[config.mk]
export PLATFORM = sky130hd
export DESIGN_NAME = msg_serializer
export DESIGN_NICKNAME = d
export VERILOG_FILES = /design/src/rtl/msg_serializer.sv
export SDC_FILE = /design/constraint.sdc
export NUM_CORES = 1
export LEC_CHECK = 0
export CAP_MARGIN = 20
export CORE_ASPECT_RATIO = 0.9
export CORE_MARGIN = 2
export CORE_UTILIZATION = 50
export CTS_BUF_LIST = sky130_fd_sc_hd__clkbuf_4 sky130_fd_sc_hd__clkbuf_8
export DETAILED_ROUTE_END_ITERATION = 8
export GPL_ROUTABILITY_DRIVEN = 0
export PLACE_DENSITY = 0.91
export SYNTH_ARGS = -nofsm -noshare
export SYNTH_HDL_FRONTEND = slang
export SYNTH_SLANG_ARGS = --single-unit
[constraint.sdc]
create_clock -name clk -period 11.8 [get_ports clk]
set_clock_uncertainty 0.1 [all_clocks]
set_input_delay 2.36 -clock clk [delete_from_list [all_inputs] [get_ports clk]]
set_output_delay 2.36 -clock clk [all_outputs]
set_load 0.02 [all_outputs]
[src/rtl/msg_serializer.sv]
// msg_serializer: splits one message into AXI-Stream beats; MSG_SERIALIZER_STATS_EN adds sent/errored message counters
module msg_serializer #(
  parameter int MAX_MSG_BYTES = 32,
  parameter int DATA_BYTES    = 8,
  parameter int LEN_W         = $clog2(MAX_MSG_BYTES + 1)
) (
  input  logic                       clk,
  input  logic                       rst,
  input  logic [8*MAX_MSG_BYTES-1:0] msg_data,
  input  logic [LEN_W-1:0]           msg_len,
  input  logic                       msg_error,
  input  logic                       msg_valid,
  output logic                       msg_ready,
  output logic [8*DATA_BYTES-1:0]    m_tdata,
  output logic [DATA_BYTES-1:0]      m_tkeep,
  output logic                       m_tlast,
  output logic                       m_tuser,
  output logic                       m_tvalid,
  input  logic                       m_tready,
  output logic [15:0]                stat_msgs,
  output logic [15:0]                stat_errs
);
  localparam int NB = MAX_MSG_BYTES / DATA_BYTES;
  localparam int IW = NB > 1 ? $clog2(NB) : 1;
  typedef enum logic {IDLE, SEND} state_t;
  state_t state, state_n;
  logic [8*MAX_MSG_BYTES-1:0] msg_q;
  logic [LEN_W-1:0] len_q, len_eff;
  logic err_q, hs, acc, load;
  logic [IW-1:0] idx, idx_n;
  int rem;
  assign len_eff = msg_len > LEN_W'(MAX_MSG_BYTES) ? LEN_W'(MAX_MSG_BYTES) : msg_len;
  assign m_tvalid = state == SEND;
  assign hs = m_tvalid && m_tready;
  assign msg_ready = state == IDLE || (hs && m_tlast);
  assign acc = msg_valid && msg_ready;
  assign load = acc && len_eff != '0;
  // rem is the count of captured bytes from the current beat onward
  always_comb begin
    rem = int'(len_q) - int'(idx) * DATA_BYTES;
    m_tkeep = '0;
    m_tdata = '0;
    for (int b = 0; b < DATA_BYTES; b++) begin
      m_tkeep[b] = m_tvalid && b < rem;
      m_tdata[8*b +: 8] = m_tkeep[b] ? msg_q[8*(int'(idx)*DATA_BYTES + b) +: 8] : 8'h00;
    end
  end
  assign m_tlast = m_tvalid && rem <= DATA_BYTES;
  assign m_tuser = m_tlast && err_q;
  always_comb begin
    state_n = state;
    idx_n = idx;
    if (load) begin
      state_n = SEND;
      idx_n = '0;
    end else if (hs && m_tlast) begin
      state_n = IDLE;
      idx_n = '0;
    end else if (hs) idx_n = idx + 1'b1;
  end
  always_ff @(posedge clk or posedge rst)
    if (rst) begin
      state <= IDLE;
      idx <= '0;
      msg_q <= '0;
      len_q <= '0;
      err_q <= 1'b0;
    end else begin
      state <= state_n;
      idx <= idx_n;
      if (load) begin
        msg_q <= msg_data;
        len_q <= len_eff;
        err_q <= msg_error;
      end
    end
`ifdef MSG_SERIALIZER_STATS_EN
  logic [15:0] msgs_q, errs_q;
  always_ff @(posedge clk or posedge rst)
    if (rst) begin
      msgs_q <= '0;
      errs_q <= '0;
    end else if (hs && m_tlast) begin
      if (msgs_q != 16'hFFFF) msgs_q <= msgs_q + 1'b1;
      if (m_tuser && errs_q != 16'hFFFF) errs_q <= errs_q + 1'b1;
    end
  assign stat_msgs = msgs_q;
  assign stat_errs = errs_q;
`else
  assign stat_msgs = '0;
  assign stat_errs = '0;
`endif
endmodule

## After elaboration in Yosys (flattened, before gate mapping)

Index checks and enable logic that the tools add are counted.

- Register bits: 266
- Output and inout port bits: 108

- Add/subtract/negate cells: 9
- Reduce and logical (&&, ||, !) cells: 18
- Shift operators: 8
- Mux-type cells: 14
- Bitwise operators: 1
- $lt $le $gt $ge: 10

Operators by type and width:

| operator | number |
|---|---|
| 256-bit by 10-bit variable part select with 8-bit output | 7 |
| 256-bit by 9-bit variable part select with 8-bit output | 1 |
| 8-bit 2-to-1 mux | 8 |
| 4-bit by 7-bit < comparator with 1-bit output (first input constant) | 4 |
| 5-bit by 3-bit adder with 6-bit output (second input constant) | 4 |
| 1-bit logical AND | 14 |
| 3-bit by 7-bit < comparator with 1-bit output (first input constant) | 2 |
| 5-bit by 2-bit adder with 6-bit output (second input constant) | 2 |
| 7-bit by 5-bit less-or-equal comparator with 1-bit output (second input constant) | 1 |
| 1-bit by 7-bit < comparator with 1-bit output (first input constant) | 1 |
| 2-bit by 7-bit < comparator with 1-bit output (first input constant) | 1 |
| 6-bit by 5-bit subtractor with 7-bit output | 1 |
| 5-bit by 1-bit adder with 6-bit output (second input constant) | 1 |
| 6-bit greater-than comparator (second input constant) | 1 |
| 2-bit 2-to-1 mux | 3 |
| 6-bit 2-to-1 mux | 1 |
| 6-bit nonzero test | 1 |
| 3-bit nonzero test | 1 |
| 2-bit by 1-bit adder with 2-bit output (second input constant) | 1 |
| 1-bit 2-to-1 mux | 2 |
| 2-bit nonzero test | 1 |
| 1-bit logical OR | 1 |
| 1-bit inverter | 1 |

## Logic depth before layout (Yosys ltp)

- Depth in word-level cells: 8
- Depth in mapped cells: 11

## Worst setup path before layout

Ideal clock, no wire load.

- Path kind: input port to output port
- From: input port m_tready
- To: output port msg_ready
- Path buffers: 1
- Setup slack: 6.167 ns
- Arrival: 3.173 ns
- Stages on the path: 4
- Cells stage by stage: inv_1 > o31ai_2 > or2_2 > clkbuf_1

- Longest elaborated chain between the ends: 3

Ends and longest elaborated chain:

| what | RTL line | source |
|---|---|---|
| from (decl) | 19 | `input logic m_tready,` |
| 1-bit logical AND | 34 | `assign hs = m_tvalid && m_tready;` |
| 1-bit logical AND | 35 | `assign msg_ready = state == IDLE \|\| (hs && m_tlast);` |
| 1-bit logical OR | 35 |  |
| to (decl) | 13 | `output logic msg_ready,` |

No other way between the ends.

## Final worst setup path

- From: register idx[1]
- To: output port m_tdata[8]

- Longest elaborated chain between the ends: 4
- Elaborated cells on any way between the ends: 6
- Classes of those cells: 2 x add/sub; 1 x order compare; 1 x shift; 1 x mux; 1 x reduce/logical

Ends and longest elaborated chain:

| what | RTL line | source |
|---|---|---|
| from (decl) | 30 | `logic [IW-1:0] idx, idx_n;` |
| from (signal assigned) | 70 | `idx <= idx_n;` |
| parallel branches: the longest is 3 deep, another holds 5-bit by 1-bit adder with 6-bit output | n/a |  |
| 8-bit 2-to-1 mux * | 45 | `m_tdata[8*b +: 8] = m_tkeep[b] ? msg_q[8*(int'(idx)*DATA_BYTES + b) +: 8] : 8'h00;` |
| to (decl) | 14 | `output logic [8*DATA_BYTES-1:0] m_tdata,` |

Mark *: on every way between the ends.

==> metrics list <==
- Startpoint of the tightest hold check path: msg_q[39]
* Number of different library cells in the post-synthesis netlist: 40
- Final Critical Period: 7220 ps
* Post-synth ARST share: 100%
- Final setup violation count: 0
- Compared with the post-synthesis result, the final layout area differs by 34.2%.
- Synthesized area per cell: 16.5 um^2
* Root Buffer Master: clkbuf_8
* Flip-flop cell with the highest count after synthesis: dfrtp_1
- Number of enable-type register cells in the synthesized netlist: 0
* Min-Delay Path Depth: 1
* Worst IR drop on VDD: 0.233 mV
- Total GRT Usage: 23.6%
- In this run the standard cell core region covers 26,100 um^2.
- For this block, the routed nets add up to 32,800 um of wire.
* Number of cells upsized or downsized after cts: 0
* Synthesized instance count: 804
* CP required: 9340 ps
- Maximum fanout along the worst path: 68
- The startpoint identified for the worst register-to-register timing path is idx[1].
- Max stage delay cell, worst path: o31ai_2
* Sequential cell area: 6660 um^2
- Count of synthesis-stage warnings from yosys: 0
- During I/O placement, the number of pins put on the boundary was 375.
- Detailed placement finished with a half-perimeter wire length of 22,400 um.
* R2r setup slk: 7040 ps
* Maximum clock insertion buffer count: 3
- Height of the die: 158 um
* Met2 wirelength from detailed routing: 16,200 um
- Remaining DRCs: 0
* Floorplan die area: 27,800 um^2
* Met3 WL post-DR: 2520 um
* Worst reg2reg endpoint: msg_q[216]
* Highest signal layer in the routed design: met4
- After floorplanning, the core was divided into 56 placement rows.
* Leading area contributor after synthesis: dfrtp_1
- Headroom to the max-slew limit came out at 25.5%.
- Timing would allow up to 0.138 GHz.
- Max Cap Viol: 0
- TritonCTS built the clock tree.
* Length in cells of the worst reg-to-reg path: 7
- Overall power consumption: 0.00548 W
- The count of cells in the finished layout, fillers not included, comes to 1,536.
- In this run, placement finished with an instance count of 1,453.
- Once detail routing completed, the nets flagged for antenna violations numbered 0.
* Clock latency of the later-clocked register in the worst-skew pair: 540 ps
- Entering global routing, the biggest net connects 139 pins.
* WHS: 404 ps
* Critical Path Max Stage Delay: 1100 ps
- Layout fillers: 1,780
- Ratio of cells with drive above 1 in the final layout: 35.3%
- The signal on the critical path passes through fa_1, xnor2_1, nand3_1, o31ai_2, and2b_1, clkdlybuf4s50_1.
* Worst Hold Endpoint: msg_q[39]
* List of most frequent post-synthesis cells: dfrtp_1, mux2_4, mux4_2
* Depth of the CTS H-tree: 2
- The initial utilization of the core area, before any placement, comes to 50.9%.
* Buffers plus inverters on the worst setup path: 1
- In the post-synthesis netlist, the cell with the most instances is dfrtp_1.
* Number of clock sinks: 266
* Proportion of synthesized chip area in sequential cells: 50.2%
- Post-route met1 wirelength: 13,200 um
- Buffers inserted during post-CTS setup optimization: 0
- Vias per std cell: 5.24
- Area taken by multi-input logic gates: 6050 um^2
- The total overflow left after global routing is 0.
- The top cell type by area accounts for 50.2% of the synthesized area.
- Clock transition at path regs: 60 ps
- Total number of vias: 8,041
- Standby leakage power: 7.64 nW
* Count of buffers from port buffering: 342
* Status: finished clean
- Summing every instance area after synthesis gives 13,300 um^2.
- First-pass GRT wire length: 50,300 um
* Pins Over Slew Limit: 0
* Vias in the first global route: 8,929
- Leading cell types by total area after synthesis: dfrtp_1, mux2_4, mux4_2, mux2_2, nor2b_1
- Crit end category: output pin
- The min-delay analysis places its worst path in the category reg2reg.
- Setup repair after global routing missed its margin: false
- Dividing total power by cell area gives a power density of 308 nW/um^2.
- Endpoints failing hold: 0
- Average wire length per cell after detail routing: 21.4 um
* Number of antenna violations at the first check in global routing: 2
* Count of hold buffers inserted by post-cts repair: 0
* Setup TNS: 0 ps
- Setup slack on the critical path of the routed design comes to 4580 ps.
* Family with the most delay on the worst path: compound AO/OA/AOI/OAI gates
* 1st-pass router iterations: 4
- CP arrival: 4760 ps
* Drt initial violations: 406
* Total number of nets in the final design: 1,424
- The worst setup path is launched from a flop.
- Setup slack at placement: 5060 ps
* Slew at the pin with the worst max-slew slack: 1120 ps
* Inserted Clock Buffers: 45
* Die Span X: 176 um
- Flop and latch count out of synthesis: 266
- Post-route fraction of the period consumed by the critical path: 61.2%
- Category of the most critical setup path: reg2out
[logic make-up (layout without fill, tap and decap cells)]
kind of cell	Yosys count	count (layout)	share of synthesized area [%]
xor+xnor	1	1	0.0661
buf+inv	95	447	5.14
other cells	1	33	0.0283
fa+ha+maj	3	3	0.340
flops	266	266	50.2
simple gates	91	91	4.11
compound gates	26	26	1.53
mux	321	321	38.6
[power by group]
group          internal, W  switching [W]  total, W
registers          0.00139       0.000317   0.00171
logic              0.00168        0.00117   0.00286
clock network     0.000549       0.000371  0.000921
total              0.00362        0.00186   0.00548
[worst max path at each step]
stage / from / endpoint / slack, ps / cells past startpoint
after global placement: m_tready / msg_ready / 5080 / 5
after floorplan: rst / err_q / 2010 / 1
final: idx[1] / m_tdata[8] / 4580 / 6
after detailed placement: m_tready / msg_ready / 5060 / 5
after global routing: idx[0] / m_tdata[8] / 4280 / 7
after CTS: idx[0] / m_tdata[8] / 4490 / 7
[metal layers]
metal | vias to the layer above | GRT usage [%]
met4 | 0 | 8.19
met2 | 348 | 39.8
li1 | 3570 | -
met3 | 73 | 6.78
met1 | 4050 | 29.4
met5 | - | 0
[placed cells by master (no fill, tap or decap), types with 5 or more instances in the layout]
master,synthesis,layout
mux2_4,208,208
clkbuf_4,0,15
a32o_1,6,6
o21ai_1,5,5
dfrtp_1,266,264
clkdlybuf4s50_1,0,342
mux2_2,49,49
clkbuf_8,0,61
nor2b_1,53,53
conb_1,1,32
mux4_2,64,64
nor2_1,5,5
inv_1,15,14
and3_1,10,10
buf_4,32,6
nand2_1,6,6
[stage by stage]
stage,cell area [um^2],util (%)
final,17800,68.2
after global routing,17800,68.2
after CTS,17700,68.0
after detailed placement,16700,64.1
after global placement,16700,64.1
after floorplan,13400,-
[sequential cells by signal, summed over array words and instances, names as in the netlist]
name and flops:
err_q 1, idx 2, len_q 6, m_tvalid 1, msg_q 256
[worst register-to-register path, cell delays in order, from the launching register on]
cell     delay [ps]
dfrtp_4        1150
inv_1           190
ha_1            250
or2_1           260
o31ai_2         360
o21a_4          850
buf_4           990
mux2_2          500
[final cells by class]
class	count	area share, %
diodes	1	0.0141
clock buffers	76	5.35
clock inverters	4	0.408
inverters	15	0.359
multi-input cells	474	34.0
flip-flops and latches	266	37.5
well taps	348	2.45
repair buffers	352	19.9
Power figures use the tool's default switching activity.
